<file path="src/rtl/circuit5_vector_driver.sv">
// Exhaustive 3-input sweep driver for circuit_5.
// Steps {a,b,c} 0..7, samples o per vector, grades against a golden table.
module circuit5_vector_driver #(
  parameter int unsigned SETTLE_CYCLES = 4,
  parameter logic [7:0]  GOLDEN        = 8'h51
) (
  input  logic       clk,
  input  logic       rst,
  input  logic       start,
  input  logic       o_in,
  output logic       a,
  output logic       b,
  output logic       c,
  output logic       busy,
  output logic       done,
  output logic [7:0] resp,
  output logic       pass,
  output logic [3:0] mismatch_cnt
);

  typedef enum logic [1:0] {
    IDLE,
    SETTLE,
    SAMPLE,
    FINISH
  } state_t;

  localparam logic [7:0] LP_LAST = 8'(SETTLE_CYCLES - 1);

  state_t     r_state;
  state_t     w_next;
  logic [2:0] r_vec;
  logic [7:0] r_cnt;
  logic [7:0] r_resp;
  logic       r_busy;
  logic       r_done;
  logic       r_pass;
  logic [3:0] r_mm;

  logic w_load;
  logic w_tick;
  logic w_sample;
  logic w_finish;

  function automatic logic [3:0] f_popcnt(input logic [7:0] v);
    logic [3:0] s;
    s = 4'd0;
    for (int i = 0; i < 8; i++) s = s + 4'(v[i]);
    return s;
  endfunction

  always_ff @(posedge clk) begin
    if (rst) r_state <= IDLE;
    else     r_state <= w_next;
  end

  always_comb begin
    w_next = r_state;
    unique case (r_state)
      IDLE:    if (start) w_next = SETTLE;
      SETTLE:  if (r_cnt == LP_LAST) w_next = SAMPLE;
      SAMPLE:  w_next = (r_vec == 3'd7) ? FINISH : SETTLE;
      FINISH:  w_next = IDLE;
      default: w_next = IDLE;
    endcase
  end

  always_comb begin
    w_load   = 1'b0;
    w_tick   = 1'b0;
    w_sample = 1'b0;
    w_finish = 1'b0;
    unique case (r_state)
      IDLE:    w_load   = start;
      SETTLE:  w_tick   = 1'b1;
      SAMPLE:  w_sample = 1'b1;
      FINISH:  w_finish = 1'b1;
      default: ;
    endcase
  end

  // The applied vector is r_vec itself, so it keeps 3'b111 after a sweep.
  always_ff @(posedge clk) begin
    if (rst) begin
      r_vec  <= 3'd0;
      r_cnt  <= 8'd0;
      r_resp <= 8'd0;
      r_busy <= 1'b0;
      r_done <= 1'b0;
      r_pass <= 1'b0;
      r_mm   <= 4'd0;
    end else begin
      r_done <= 1'b0;
      if (w_load) begin
        r_vec  <= 3'd0;
        r_cnt  <= 8'd0;
        r_busy <= 1'b1;
        r_resp <= 8'd0;
        r_pass <= 1'b0;
        r_mm   <= 4'd0;
      end
      if (w_tick) r_cnt <= r_cnt + 8'd1;
      if (w_sample) begin
        r_resp[r_vec] <= o_in;
        if (r_vec != 3'd7) begin
          r_vec <= r_vec + 3'd1;
          r_cnt <= 8'd0;
        end
      end
      if (w_finish) begin
        r_done <= 1'b1;
        r_busy <= 1'b0;
        r_pass <= (r_resp == GOLDEN);
        r_mm   <= f_popcnt(r_resp ^ GOLDEN);
      end
    end
  end

  assign {a, b, c}    = r_vec;
  assign busy         = r_busy;
  assign done         = r_done;
  assign resp         = r_resp;
  assign pass         = r_pass;
  assign mismatch_cnt = r_mm;

endmodule

</file>
<file path="config.mk">
export PLATFORM = sky130hd
export DESIGN_NAME = circuit5_vector_driver
export DESIGN_NICKNAME = d
export VERILOG_FILES = /design/src/rtl/circuit5_vector_driver.sv
export SDC_FILE = /design/constraint.sdc
export NUM_CORES = 1
export LEC_CHECK = 0
export CAP_MARGIN = 20
export CORE_ASPECT_RATIO = 0.8
export CORE_MARGIN = 8
export CORE_UTILIZATION = 50
export DETAILED_ROUTE_END_ITERATION = 8
export PLACE_DENSITY = 0.78
export SLEW_MARGIN = 0
export SYNTH_ARGS = -nofsm -noshare
export SYNTH_HDL_FRONTEND = slang
export SYNTH_SLANG_ARGS = --single-unit
</file>
<file path="constraint.sdc">
create_clock -name clk -period 7.6 [get_ports clk]
set_input_delay 1.9 -clock clk [delete_from_list [all_inputs] [get_ports clk]]
set_output_delay 1.9 -clock clk [all_outputs]
set_load 0.05 [all_outputs]
</file>
==> key figures <==
Run status
  • Outcome: completed

GRT
  • Total track usage: 0.133
  • Vias in the first global route: 1194
  • Initial antenna violation count: 0
  • Grt total ovfl: 0
  • Pin count of the biggest net entering global routing: 26
  • First-pass GRT wire length: 5660 um

STA
  • Worst Tran Pin Value: 0.875 ns
  • Final worst path period share: 0.484
  • Final setup viols: 0
  • F_max: 272 MHz
  • Max Slew Vio Count: 0
  • Final hold slack: 0.476 ns
  • RSZ-0062 raised after global routing: false
  • Fin. Hold Viols: 0
  • Setup WS post-layout: 3.92 ns
  • Rel. slew slack: 0.417
  • Fin Clk Skew: 0.00501 ns
  • Setup TNS: 0 ns
  • Min Tclk post-route: 3.68 ns

Finish
  • Nets: 198
  • Final instance area: 1750 sq um
  • Non-Filler Instances: 221
  • Area grow syn2layout: 16.5%
  • Layout cells sized above 1: 0.0492
  • ANT cells: 0
  • Final core utilization: 0.622

Placement
  • Gpl congestion: 0.846
  • Dpl cell area: 1690 sq um
  • Port bufs: 21
  • Dpl hpwl: 2460 um
  • Placed insts: 217
  • Place WS: 3.98 ns

Setup path
  • Worst-path fanout max: 13
  • CP endpoint kind: primary output
  • CP top delay family: buffers and inverters
  • Slowest cell on crit path: clkdlybuf4s50_1
  • Worst Setup SP: r_vec[2]
  • CP bufs+invs: 1
  • Critical Path AT: 1.78 ns
  • CP required: 5.70 ns
  • Startpoint Class: flop
  • Ordered list of cells on the worst path: clkdlybuf4s50_1
  • Crit Path Category: reg -> out
  • Worst R2R Start: resp[2]
  • Max incr delay on CP: 0.90 ns

Synthesis
  • Yosys cell types: 40
  • Dominant cells by area after synthesis: dfxtp_1 (37%), a21oi_1 (8.0%), nand3_1 (7.0%)
  • Cell Area, Synth: 1500 sq um
  • Ys flop type: dfxtp_1
  • Synth top area share: 0.374
  • Synth area leader: dfxtp_1
  • Number of synthesized flops with an enable pin: 0
  • Count leader, synth: dfxtp_1
  • Post-synthesis average cell area: 8.86 sq um
  • Synth async-reset ratio: 0
  • Top cells by count, synth: dfxtp_1 (28), a21oi_1 (24), nand3_1 (21), nand2_1 (10), o211ai_1 (10)
  • Syn nets: 183
  • Ys Warns: 0
  • Sequential area share after synthesis: 0.374
  • Mapped Cells: 169
  • #FFs+latches synth: 28

Worst hold path
  • Min-delay src: busy
  • Hold WC Path Type: reg -> reg

Floorplanning
  • Die Width: 77.2 um
  • # rows: 17
  • DIE AREA: 5010 sq um
  • CORE AREA: 2810 sq um
  • Starting Density: 0.533
  • Ports: 22
  • Die height: 65.0 um

Clock tree
  • Max H-tree Level: 1
  • Worst-path clk slew: 0.10 ns
  • Clock tree buffer depth: 2
  • CTS tree: yes
  • Clk Tree Root Cell: clkbuf_8
  • Hold-fix buffers, CTS: 0
  • Cts bufs inserted: 3
  • Clk sink count: 28
  • Setup bufs post-CTS: 0
  • Worst-Skew Late Latency: 0.27 ns
  • Post-CTS sizing: 0

Drt
  • Final ANT Viol Nets: 0
  • DRC Markers: 0
  • Via/cell ratio: 5.98
  • Violation count after the first detailed-route iteration: 110
  • Pre-antenna DRT Iters: 4
  • Final WL: 3380 um
  • Via count: 1322
  • Post-DR wirelength/cell: 15.3 um

Power
  • Tot Pwr: 259 uW
  • Static leakage: 0.578 nW
  • Peak VDD IR: 0.106 mV
  • Pwr Density: 148 nW/um^2

Job
  • Max-cap viol count: 0
[layer usage]
layer	vias up	track usage	share of wire
met4	0	0.0282	0.0041
met3	2	0.0427	0.051
met5	-	0	0
met2	31	0.215	0.48
met1	652	0.169	0.47
li1	637	-	-
[power breakdown]
group,leakage (nW),internal (mW),switching (mW)
Combinational,0.323,0.00524,0.0101
Sequential,0.226,0.148,0.00265
Clock,0.0288,0.0464,0.0462
Total,0.578,0.200,0.0589
[tightest hold or removal path: cells and delay by family, from the launching register on]
family / cells / cell delay (ns)
AOI/OAI and AO/OA: 1 / 0.05
buffers and inverters: 1 / 0.06
DFF: 1 / 0.32
[layout make-up]
| class | instances | area, sq um |
|---|---|---|
| inverters | 8 | 30.0 |
| repair buffers | 21 | 210 |
| multi-input cells | 122 | 842 |
| well taps | 38 | 47.5 |
| clock buffers | 4 | 55.1 |
| fillers | 274 | 1060 |
| flip-flops and latches | 28 | 561 |
[worst paths after layout]
| path | cells past startpoint | end | slack, ns |
|---|---|---|---|
| max | 1 | a | 3.92 |
| min | 2 | busy | 0.48 |
| max reg2reg | 10 | mismatch_cnt[2] | 4.51 |
| min reg2reg | 2 | busy | 0.48 |
[cells in the final DEF, fill, tap and decap left out, types with 2 or more instances in the layout]
cell | synthesis | layout
clkdlybuf4s50_1 | 0 | 21
nand4b_1 | 2 | 2
nor2b_1 | 3 | 3
nand2_1 | 10 | 10
o211ai_1 | 10 | 10
nor2_1 | 2 | 2
nand2b_1 | 6 | 6
nor3b_1 | 2 | 2
nand3b_1 | 4 | 4
inv_1 | 8 | 8
ha_1 | 6 | 6
dfxtp_1 | 28 | 28
a21oi_1 | 24 | 24
or3b_2 | 2 | 2
fa_1 | 4 | 4
clkbuf_8 | 0 | 4
nand4_1 | 2 | 2
nand3_1 | 21 | 21
or3_1 | 6 | 6
[kinds of logic (layout without fill, tap and decap cells)]
kind of cell / Yosys count / count (layout) / synth area share
and+or+nand+nor: 69 / 69 / 0.272
AOI/OAI and AO/OA: 41 / 41 / 0.174
DFF: 28 / 28 / 0.374
buffers and inverters: 19 / 33 / 0.0635
adders and majority gates: 10 / 10 / 0.104
xor gates and xnor gates: 1 / 1 / 0.00585
muxes: 1 / 1 / 0.00668
[sequential cells by signal, summed over array words and instances, names as in the netlist]
| name | flops |
|---|---|
| r_vec | 3 |
| done | 1 |
| pass | 1 |
| mismatch_cnt | 4 |
| r_cnt | 8 |
| busy | 1 |
| resp | 8 |
| r_state | 2 |
(Power assumes the default switching activity.)
